### src/rtl/mem_arbiter.sv
// mem_arbiter: round-robin arbiter sharing one single-port synchronous RAM
// between a data port (p0) and an instruction-fetch port (p1). One
// transaction is in flight at a time: IDLE -> ACCESS -> RESP -> IDLE.

module mem_arbiter #(
    parameter int DATA_WIDTH = 32,
    parameter int DATA_DEPTH = 16,
    localparam int AW = (DATA_DEPTH > 1) ? $clog2(DATA_DEPTH) : 1
) (
    input  logic                  clk,
    input  logic                  rst_n,

    input  logic                  p0_req,
    input  logic                  p0_we,
    input  logic [AW-1:0]         p0_addr,
    input  logic [DATA_WIDTH-1:0] p0_wdata,
    output logic                  p0_ready,
    output logic                  p0_rvalid,
    output logic [DATA_WIDTH-1:0] p0_rdata,

    input  logic                  p1_req,
    input  logic                  p1_we,
    input  logic [AW-1:0]         p1_addr,
    input  logic [DATA_WIDTH-1:0] p1_wdata,
    output logic                  p1_ready,
    output logic                  p1_rvalid,
    output logic [DATA_WIDTH-1:0] p1_rdata,

    output logic [AW-1:0]         mem_addr,
    output logic                  mem_rd_en,
    output logic                  mem_wr_en,
    output logic [DATA_WIDTH-1:0] mem_wdata,
    input  logic [DATA_WIDTH-1:0] mem_rdata
);

    typedef enum logic [1:0] {
        IDLE   = 2'd0,
        ACCESS = 2'd1,
        RESP   = 2'd2
    } state_t;

    state_t                state_q, state_d;
    logic                  prio_q, prio_d;
    logic                  owner_q, owner_d;
    logic                  we_q, we_d;
    logic [AW-1:0]         mem_addr_q, mem_addr_d;
    logic [DATA_WIDTH-1:0] mem_wdata_q, mem_wdata_d;
    logic                  mem_rd_en_q, mem_rd_en_d;
    logic                  mem_wr_en_q, mem_wr_en_d;
    logic                  p0_rvalid_q, p0_rvalid_d;
    logic                  p1_rvalid_q, p1_rvalid_d;
    logic [DATA_WIDTH-1:0] p0_rdata_q, p0_rdata_d;
    logic [DATA_WIDTH-1:0] p1_rdata_q, p1_rdata_d;
    logic                  winner;

    // A lone requester always wins; on contention the priority pointer decides.
    always_comb begin
        winner = prio_q;
        if (p0_req && !p1_req) begin
            winner = 1'b0;
        end else if (p1_req && !p0_req) begin
            winner = 1'b1;
        end
    end

    // Ready is gated by reset so nothing looks accepted while reset is held.
    assign p0_ready = rst_n && (state_q == IDLE) && p0_req && !winner;
    assign p1_ready = rst_n && (state_q == IDLE) && p1_req &&  winner;

    // Next-state and registered-output logic for the transaction sequencer.
    always_comb begin
        state_d     = state_q;
        prio_d      = prio_q;
        owner_d     = owner_q;
        we_d        = we_q;
        mem_addr_d  = mem_addr_q;
        mem_wdata_d = mem_wdata_q;
        mem_rd_en_d = mem_rd_en_q;
        mem_wr_en_d = mem_wr_en_q;
        p0_rvalid_d = 1'b0;
        p1_rvalid_d = 1'b0;
        p0_rdata_d  = p0_rdata_q;
        p1_rdata_d  = p1_rdata_q;
        case (state_q)
            IDLE: begin
                if (p0_ready || p1_ready) begin
                    owner_d     = winner;
                    we_d        = winner ? p1_we : p0_we;
                    mem_addr_d  = winner ? p1_addr : p0_addr;
                    mem_wdata_d = winner ? p1_wdata : p0_wdata;
                    mem_rd_en_d = winner ? !p1_we : !p0_we;
                    mem_wr_en_d = winner ? p1_we : p0_we;
                    prio_d      = !winner;
                    state_d     = ACCESS;
                end
            end
            ACCESS: begin
                mem_rd_en_d = 1'b0;
                mem_wr_en_d = 1'b0;
                state_d     = RESP;
            end
            RESP: begin
                if (owner_q) begin
                    p1_rvalid_d = 1'b1;
                    p1_rdata_d  = we_q ? '0 : mem_rdata;
                end else begin
                    p0_rvalid_d = 1'b1;
                    p0_rdata_d  = we_q ? '0 : mem_rdata;
                end
                state_d = IDLE;
            end
            default: begin
                state_d = IDLE;
            end
        endcase
    end

    // State and output registers with synchronous active-low reset.
    always_ff @(posedge clk) begin
        if (!rst_n) begin
            state_q     <= IDLE;
            prio_q      <= 1'b0;
            owner_q     <= 1'b0;
            we_q        <= 1'b0;
            mem_addr_q  <= '0;
            mem_wdata_q <= '0;
            mem_rd_en_q <= 1'b0;
            mem_wr_en_q <= 1'b0;
            p0_rvalid_q <= 1'b0;
            p1_rvalid_q <= 1'b0;
            p0_rdata_q  <= '0;
            p1_rdata_q  <= '0;
        end else begin
            state_q     <= state_d;
            prio_q      <= prio_d;
            owner_q     <= owner_d;
            we_q        <= we_d;
            mem_addr_q  <= mem_addr_d;
            mem_wdata_q <= mem_wdata_d;
            mem_rd_en_q <= mem_rd_en_d;
            mem_wr_en_q <= mem_wr_en_d;
            p0_rvalid_q <= p0_rvalid_d;
            p1_rvalid_q <= p1_rvalid_d;
            p0_rdata_q  <= p0_rdata_d;
            p1_rdata_q  <= p1_rdata_d;
        end
    end

    assign mem_addr  = mem_addr_q;
    assign mem_wdata = mem_wdata_q;
    assign mem_rd_en = mem_rd_en_q;
    assign mem_wr_en = mem_wr_en_q;
    assign p0_rvalid = p0_rvalid_q;
    assign p1_rvalid = p1_rvalid_q;
    assign p0_rdata  = p0_rdata_q;
    assign p1_rdata  = p1_rdata_q;

endmodule

### config.mk
export PLATFORM = sky130hd
export DESIGN_NAME = mem_arbiter
export DESIGN_NICKNAME = d
export VERILOG_FILES = /design/src/rtl/mem_arbiter.sv
export SDC_FILE = /design/constraint.sdc
export NUM_CORES = 1
export LEC_CHECK = 0
export CORE_MARGIN = 2
export CORE_UTILIZATION = 30
export DETAILED_ROUTE_END_ITERATION = 16
export SETUP_SLACK_MARGIN = 0.2
export SYNTH_ARGS = -nofsm -noshare
export SYNTH_HDL_FRONTEND = slang
export SYNTH_SLANG_ARGS = --single-unit
export TNS_END_PERCENT = 50
### constraint.sdc
create_clock -name clk -period 1.5 [get_ports clk]
set_input_delay 0.3 -clock clk [delete_from_list [all_inputs] [get_ports clk]]
set_output_delay 0.3 -clock clk [all_outputs]
set_load 0.005 [all_outputs]
[Yosys cells after proc, flatten, opt, wreduce, memory -nomap -nowiden]
Index checks and enable logic that the tools add are counted.
W data, S select, Z words.
Operators by class
  muxes and demuxes: 15
  eq/ne operators: 3
  reduce and logical (&&, ||, !) cells: 20
  bitwise gates (word level): 1
Operator list (number)
  $mux W32: 2
  $reduce_and A2 Y1: 5
  $mux W1: 8
  $logic_and A1 B1 Y1: 7
  $logic_not A1 Y1: 5
  $mux W4: 1
  $pmux W1 S2: 2
  $pmux W2 S2: 1
  $eq A2 B1 Y1 const B: 1
  $eq A2 B2 Y1 const B: 1
  $logic_not A2 Y1: 1
  $mux W2: 1
  $ne A2 B1 Y1 const B: 1
  $reduce_bool A2 Y1: 1
  $logic_or A1 B1 Y1: 1
  $not A1 Y1: 1
Word-level totals
  output and inout bits: 106
  register bits: 109
  input bits: 110
  word-level logic and storage cells: 51

[Depth between registers and ports, before layout]
Gate-level depths: netlist (run 1).
  depth after elaboration: 9
  mapped depth: 6
  mapped depth without buffers: 4

[Worst setup path after synthesis (run 1)]
Ideal clock, no wire load.
  kind: register to register
  from: register state_q[1]
  to: register p0_rdata_q[10] (netlist: p0_rdata[10])
  stages on the path, launching flop included: 7
  setup time: 132 ps
  path slack: 178 ps
  arrival: 1189 ps
  data required time: 1368 ps
  buffers on the path: 3
  period minus slack after synthesis: 1322 ps
  path through: dfxtp_1 buf_2 or3b_1 clkbuf_1 buf_2 nand2_1 a21oi_1
On the way
  longest elaborated chain between the ends: 2
Ends and longest elaborated chain
  start: declaration: RTL line 42  | state_t state_q, state_d;
  start signal: assignment: RTL line 134  | state_q <= state_d;
  $eq A2 B2 Y1: RTL line 84  | case (state_q)
  $reduce_and A2 Y1 (no source line)
  end signal: assignment: RTL line 144  | p0_rdata_q <= p0_rdata_d;
  end: declaration: RTL line 52  | logic [DATA_WIDTH-1:0] p0_rdata_q, p0_rdata_d;
No other way between the ends.
A chain may end at the register's enable or synchronous reset.

[Worst setup path after layout (run 1)]
  from: register state_q[1]
  to: register mem_wdata_q[20] (netlist: mem_wdata[20])
On the way
  longest elaborated chain between the ends: 6
  elaborated cells between the ends (all ways): 8
  classes of those cells: reduce/logical (8)
Ends and longest elaborated chain
  $logic_not A2 Y1 *: RTL line 67, 68, 84
  $logic_and A1 B1 Y1: RTL line 67, 68
  $logic_and A1 B1 Y1, on equally long branches (2 in series): RTL line 67, 68
  $logic_or A1 B1 Y1: RTL line 86  | if (p0_ready || p1_ready) begin
  $reduce_and A2 Y1 (no source line) *
  end signal: assignment: RTL line 139  | mem_wdata_q <= mem_wdata_d;
  end: declaration: RTL line 47  | logic [DATA_WIDTH-1:0] mem_wdata_q, mem_wdata_d;
Mark *: on every way between the ends. The rest lies on a longest branch, timed or not.

==> results by group, run 1 <==
GRT
  – Met3 Use GR: 7.33%
  – GR Layer Usage met2: about a third
  – Total GRT Usage: 19.3%
  – Vias in the first global route: 4679
  – Routing usage on met1: a little over a fifth
  – First-pass GRT wire length: 23000 um
  – Largest net degree at the start of global routing: 69
  – Total congestion overflow: 0
  – GRT Max-Usage Layer: met2
  – Initial antenna violation count: 0

Clock tree
  – Worst-skew pair later-pin latency: ~350 ps
  – CTS Buf Count: 9
  – Root Buffer: clkbuf_16
  – Clock slew seen by the registers of the worst setup and hold paths: 70 ps
  – CTS tree: yes
  – Clk sinks: 109
  – Cts-stage hold buffer count: 0
  – CTS H-tree depth: 3
  – Max Root-Sink Buffers: 2

Yosys
  – Fraction of registers with async set/reset: 0%
  – Synth Warn #: 0
  – Primary FF master, synth: dfxtp_1
  – Mapped Cells: 556
  – Synthesized flop and latch total: ~110
  – Leading post-synthesis cells by cell area: dfxtp_1 51%, nand2_1 18%, a21oi_1 7.7%, a31oi_1 5.2%, nor2b_1 4.6%
  – Simple-Gate Fraction of Synth Area: 24.9%
  – Seq/Total Area, Yosys: 50.6%
  – Combinational family with the most area after synthesis: simple AND/OR/NAND/NOR gates
  – Area share of xor/xnor cells in the synthesized design: 0%
  – Yosys top cell by area: dfxtp_1
  – Syn Area/Cell: 7.75 sq um
  – Mapped Area: 4310 sq um
  – Synth unique cells: 33
  – Post-synth EDFFs: 0
  – Mux share of post-synthesis cell area: 0.552%
  – Post-synth top area share: 50.6%
  – Synth Area in Adders: 0%
  – Syn Nets: 666
  – Post-synthesis compound-gate area fraction: 18.8%

Run status
  – Violated checks: negative setup slack
  – Outcome: complete, but fails checks

Cells and area
  – Layout Area Growth over Synthesis: 77.5%
  – Layout Cells excl Fill: 961
  – Antenna diode count: 0
  – Layout Nets: between 800 and 900
  – Most common cell after layout, fill and taps aside: nand2_1
  – Fin area: between 7000 and 8000 sq um
  – Share of post-route cells with drive strength above 1: 22.0%
  – Most frequent cells in the layout: 154 x nand2_1, 106 x clkdlybuf4s50_1, 102 x dlygate4sd2_1

Run
  – Max cap viols: 0

STA
  – Max-slew violations: 0
  – RSZ-0062 raised after global routing: true
  – Final worst slack: -13.9 ps
  – Slew of the pin with the lowest slew margin: 582 ps
  – Final Cycle Share: 101%
  – WHS: 410 ps
  – Fin crit period: about 1500 ps
  – Headroom to the max-slew limit: 61.2%
  – Max Freq: 0.661 GHz
  – Final setup viols: 1
  – Setup_tns: -13.9 ps
  – Hold Fails Final Rpt: 0
  – Clock Skews: 8.92 ps

Critical path
  – CP Class: reg2reg
  – Crit path DAT: between 1500 and 2000 ps
  – Critical-path top delay cell: dfxtp_2
  – Max FO, Critical Path: 8
  – Worst Path Buf+Inv: 5
  – Worst-path cell chain: nor3b_2, buf_4, buf_6, o21a_4, buf_8, buf_12, buf_16, a31oi_1
  – CP required: 1730 ps
  – Crit path capture type: register
  – Critical Path Max Stage Delay: about 340 ps
  – Critical Path Start Type: register
  – CP delay by family, top: buffers and inverters

Drt
  – DRT Pass-1 Iters: 4
  – Via-to-Cell Ratio: slightly below 5
  – DR vias: 4664
  – DRC viols: 0
  – DR WL/cell: approximately 16 um
  – First DRT Iteration DRCs: approximately 180
  – Post-DRT Antenna Nets: 0
  – Final wirelength: 15000 um

Die
  – Core footprint: between 10000 and 15000 sq um
  – Die Area: between 15000 and 20000 sq um
  – Die height: ~120 um
  – Die width: 124 um
  – Starting Density: between 30% and 40%
  – I/O pins: 216
  – Standard-cell rows: 43

Placed design
  – IO Port Bufs: 215
  – Placed cells: 927
  – Placed Area: 6740 sq um
  – DPL Wire Length: between 9000 and 10000 um
  – RePlAce Congestion: 0.724

Worst hold path
  – Worst Hold Class: in2reg

Power
  – VDD IR max: about 0.5 mV
  – Power per standard cell area: 921 nW/um^2
  – Tot Pwr: 7.04 mW
  – Pleak: 3.24 nW
[repair_timing]
action / 4_1_cts / 5_1_grt
setup buffers: 9 / 1
gates resized for setup: 250 / 29
cloned: 6 / 2
pin swaps: 69 / 14
endpoints found under the setup margin: 213 / 119
endpoints found under the hold margin: 0 / 0
[per-stage QoR]
stage               setup slack, ps  utilization [%]
finish                        -13.9             54.9
CTS                            12.5             53.8
global route                  -88.2             54.9
floorplan                       196                -
detailed placement             -515             48.4
global placement               -487             48.4
[worst paths after layout]
kind	cells after the start	endpoint	startpoint	slack, ps
max reg2reg	8	mem_wdata[20]	state_q[1]	-10
max	8	mem_wdata[20]	state_q[1]	-10
min reg2reg	2	p1_rdata[13]	p1_rdata[13]	450
min	3	prio_q	p1_req	410
[routing by layer]
layer | part of all wire (%) | vias up | routed length [um]
met1 | 40 | 2188 | 6090
met5 | 0 | - | 0
met2 | 48 | 175 | 7200
met3 | 9.9 | 17 | 1500
li1 | - | 2284 | -
met4 | 1.7 | 0 | 262
[worst min-delay path, delay by kind of cell]
family                 cells  cell delay [ps]
AO/OA/AOI/OAI              1               80
buffers and inverters      2              340
[state kept, by name, summed over array words and instances (netlist names)]
signal     cells
mem_wr_en      1
mem_rd_en      1
prio_q         1
p0_rvalid      1
p0_rdata      32
mem_wdata     32
p1_rvalid      1
p1_rdata      32
we_q           1
mem_addr       4
owner_q        1
state_q        2
[synth_stat cells (2+ instances only)]
cell type,count
a21o_1,2
a21oi_1,66
a31oi_1,36
buf_2,22
buf_4,2
clkbuf_1,19
dfxtp_1,109
nand2_1,201
nand3_1,2
nor2_1,5
nor2b_1,32
nor3b_2,2
o21a_1,2
o21ai_0,36
o21ai_1,2
[power breakdown]
group          internal [mW]  leakage, nW  switching (mW)
clock                   1.31        0.136            1.14
combinational          0.797         2.20           0.662
sequential              3.05        0.903          0.0860
[area by class of cell]
cell class | instances | area [sq um]
Clock buffer | 10 | 229
Tap cell | 180 | 225
Multi-Input combinational cell | 400 | 2270
Clock inverter | 6 | 70.1
Timing Repair Buffer | 254 | 2620
Fill cell | 1342 | 6290
Inverter | 2 | 7.51
Sequential cell | 109 | 2220
[kinds of logic after synthesis]
kind of cell	count (synthesis)
AOI/OAI and AO/OA	147
muxes	2
DFF	109
and+or+nand+nor	251
buffers and inverters	47
Power figures use the tool's default switching activity.
==> run 2, diff against run 1 <==
- CTS_CLUSTER_SIZE: unset -> 25
==> results of run 2 <==
Same layout as run 1: the final DEF is identical, and so are final timing and power.
==> run 3, diff against run 2 <==
- CORE_ASPECT_RATIO: unset -> 1.5
==> run 3 against run 2 <==
Effect of this change: the flow still finishes with violations (negative setup slack); critical path depth decreased by 2; first-iteration DRC count down 38%; worst hold slack better by 41 ps; fmax decreased by 2.2%; via count up 1.8%; combinational power grew 9%; register-to-register slack got worse by 30 ps; cell count up 3.2%; clock skew down 3.5 ps; die area rose by 0.13%; routed wire length up 6.9%; largest cell class unchanged.
==> results by group, run 3 (synthesis gave the netlist of run 1 again) <==
Drt
  – Via-to-Cell Ratio: 4.78 (-1.4%)
  – Post-DRT Antenna Nets: 0 (unchanged)
  – DRT Pass-1 Iters: 4 (unchanged)
  – DR vias: 4746 (+1.8%)
  – Final wirelength: 16100 um (+6.9%)
  – DRC viols: 0 (unchanged)
  – First DRT Iteration DRCs: 114 (-38%)
  – DR WL/cell: 16.2 um (+3.5%)

Power
  – Int Power: 5.25 mW (+2.0%)
  – Switching share of power: 26.2% (-0.61 points)
  – P_sw: 1.87 mW (-1.1%)
  – Clock network fraction of total power: 33.5% (-1.3 points)
  – Share of power burned in registers: 44.2% (-0.3 points)
  – Power per standard cell area: 890 nW/um^2 (-3.3%)
  – VDD IR max: 0.676 mV (+33%)
  – Comb pwr share: 22.3% (+1.6 points)
  – Pleak: 3.44 nW (+6.1%)

Die
  – Standard-cell rows: 53 (+23%)
  – Starting Density: 30.7% (-0.27 points)
  – I/O pins: 216 (unchanged)
  – Core footprint: 14100 sq um (+0.89%)
  – Die width: 102 um (-18%)
  – Die Area: 15400 sq um (+0.13%)
  – Die height: 151 um (+22%)

Critical path
  – Max FO, Critical Path: 8 (unchanged)
  – Critical-path top delay cell: or3b_4
  – Worst Path Buf+Inv: 3 (-2)
  – Worst R2R Start: state_q[0]
  – R2R Setup Slk: -50 ps (-30 ps)
  – Critical Path Max Stage Delay: 450 ps (+110 ps)
  – Worst Reg-to-Reg Cells: 6 (-2)
  – CP required: 1700 ps (-30 ps)
  – Crit path DAT: 1750 ps (about the same)
  – Critical Path Start Type: register
  – CP delay by family, top: simple AND/OR/NAND/NOR gates
  – Worst-path cell chain: buf_6, buf_6, or3b_4, clkbuf_16, nand2_1, a21oi_1
  – FF-to-FF End: p0_rdata[7]
  – Crit path capture type: register
  – CP Class: reg2reg
  – Most frequent CP cell: buf_6

Placed design
  – IO Port Bufs: 215 (unchanged)
  – RePlAce Congestion: 0.787 (+8.6%)
  – DPL Wire Length: 10000 um (+9.6%)

Clock tree
  – CTS Buf Count: 9 (unchanged)
  – CTS H-tree depth: 3 (unchanged)
  – Clk sinks: 109 (unchanged)
  – Worst-skew pair later-pin latency: 340 ps (about the same)
  – Max Root-Sink Buffers: 2 (unchanged)
  – CTS tree: yes
  – Root Buffer: clkbuf_16
  – Cts-stage hold buffer count: 0 (unchanged)
  – Clock slew seen by the registers of the worst setup and hold paths: 70 ps (about the same)

GRT
  – Total congestion overflow: 0 (unchanged)
  – Total GRT Usage: 19.3% (-0.045 points)
  – Largest net degree at the start of global routing: 69 (unchanged)
  – Vias in the first global route: 4663 (-0.34%)
  – First-pass GRT wire length: 23200 um (+0.90%)
  – Initial antenna violation count: 0 (unchanged)

Cells and area
  – Layout Area Growth over Synthesis: 85.7%
  – Share of post-route cells with drive strength above 1: 23.0% (+0.98 points)
  – Antenna diode count: 0 (unchanged)
  – Most common cell after layout, fill and taps aside: nand2_1
  – Layout Nets: 905 (+2.1%)
  – Most frequent cells in the layout: 167 x nand2_1, 106 x clkdlybuf4s50_1, 100 x dlygate4sd2_1
  – Filler Cell Count: 1372 (+2.2%)
  – Fin util: 56.9% (+2.0 points)

STA
  – RSZ-0062 raised after global routing: true
  – Hold Fails Final Rpt: 0 (unchanged)
  – Final worst slack: -48.5 ps (-34.6 ps)
  – Fin crit period: 1550 ps (+34.6 ps)
  – Final setup viols: 43 (+42)
  – Headroom to the max-slew limit: 57.5% (-3.7 points)
  – WHS: 451 ps (+41.1 ps)
  – Clock Skews: 5.39 ps (-3.53 ps)
  – Max-slew violations: 0 (unchanged)
  – Max Freq: 0.646 GHz (-2.2%)
  – Slew of the pin with the lowest slew margin: 638 ps (+55.4 ps)
  – Final Cycle Share: 103% (+2.3 points)

Run status
  – Violated checks: negative setup slack
  – Outcome: complete, but fails checks

Run
  – Max cap viols: 0 (unchanged)

Worst hold path
  – Worst Hold Class: reg2reg
  – Worst hold path startpoint: p1_rdata[16]
  – Hold path depth: 2 (-1)
  – Hold Path Sink: p1_rdata[16]
## run 3: changes by cell type in the layout (fill, tap and decap cells not counted), sizes merged
cell,before,now
buf,40,54
clkinv,0,5
clkbuf,12,15
clkdlybuf4s15,4,7
clkinvlp,3,0
dlygate4sd2,102,100
inv,4,3
## run 3: metrics by stage
| step | cells | setup TNS (ps) | cell area, sq um | setup slack, ps | power, mW |
|---|---|---|---|---|---|
| global route | 992 | -4110 | 8000 | -97.7 | 7.43 |
| CTS | 980 | -361 | 7480 | -38.5 | 7.03 |
| global placement | 945 | -35220 | 6800 | -599 | 4.45 |
| floorplan | 556 | 0 | 4320 | 196 | 3.68 |
| finish | 992 | -908 | 8000 | -48.5 | 7.12 |
| detailed placement | 945 | -39430 | 6800 | -610 | 4.46 |
## run 3: layout make-up
type                            count  area (sq um)  share of cell area [%]
Timing Repair Buffer              273          2950                    36.9
Multi-Input combinational cell    400          2280                    28.5
Sequential cell                   109          2230                    27.8
Tap cell                          192           240                    3.00
Clock buffer                        9           225                    2.81
Clock inverter                      7          75.1                   0.938
Inverter                            2          7.51                  0.0938
## run 3: worst max path at each step
stage / depth (start not counted) / to / slack [ps] / from
final: 6 / p0_rdata[7] / -50 / state_q[0]
after floorplan: 6 / mem_addr[3] / 200 / state_q[1]
after global placement: 5 / p0_ready / -600 / rst_n
after detailed placement: 5 / p0_ready / -610 / rst_n
after global routing: 8 / mem_wdata[20] / -100 / state_q[1]
after CTS: 7 / mem_wdata[21] / -40 / state_q[0]
## run 3: power groups by stage
stage                     clock network (mW)  logic (mW)  registers, mW
final                                   2.39        1.59           3.15
after global placement                     0        1.26           3.19
after CTS                               2.46        1.43           3.13
after floorplan                            0       0.493           3.19
after global routing                    2.56        1.71           3.17
after detailed placement                   0        1.27           3.19
## run 3: worst register-to-register path: cells and delay by family, from the launching register on
family | cells | cell delay (ps)
buffers and inverters | 3 | 450
AND/OR/NAND/NOR | 2 | 520
AO/OA/AOI/OAI | 1 | 60
flip-flops | 1 | 360
## run 3: repair_timing
item,4_1_cts,5_1_grt
pin swaps,14,49
buffers inserted,12,4
resized for setup,198,98
endpoints found under the setup margin,214,113
gates cloned,7,8
## run 3: layer usage
metal	global-route usage [%]	share of wire (%)	vias to the layer above
met2	35.5	53	204
met4	5.47	1.9	0
li1	-	-	2330
met3	6.51	8.7	21
met1	20.5	37	2191
met5	0	0	-
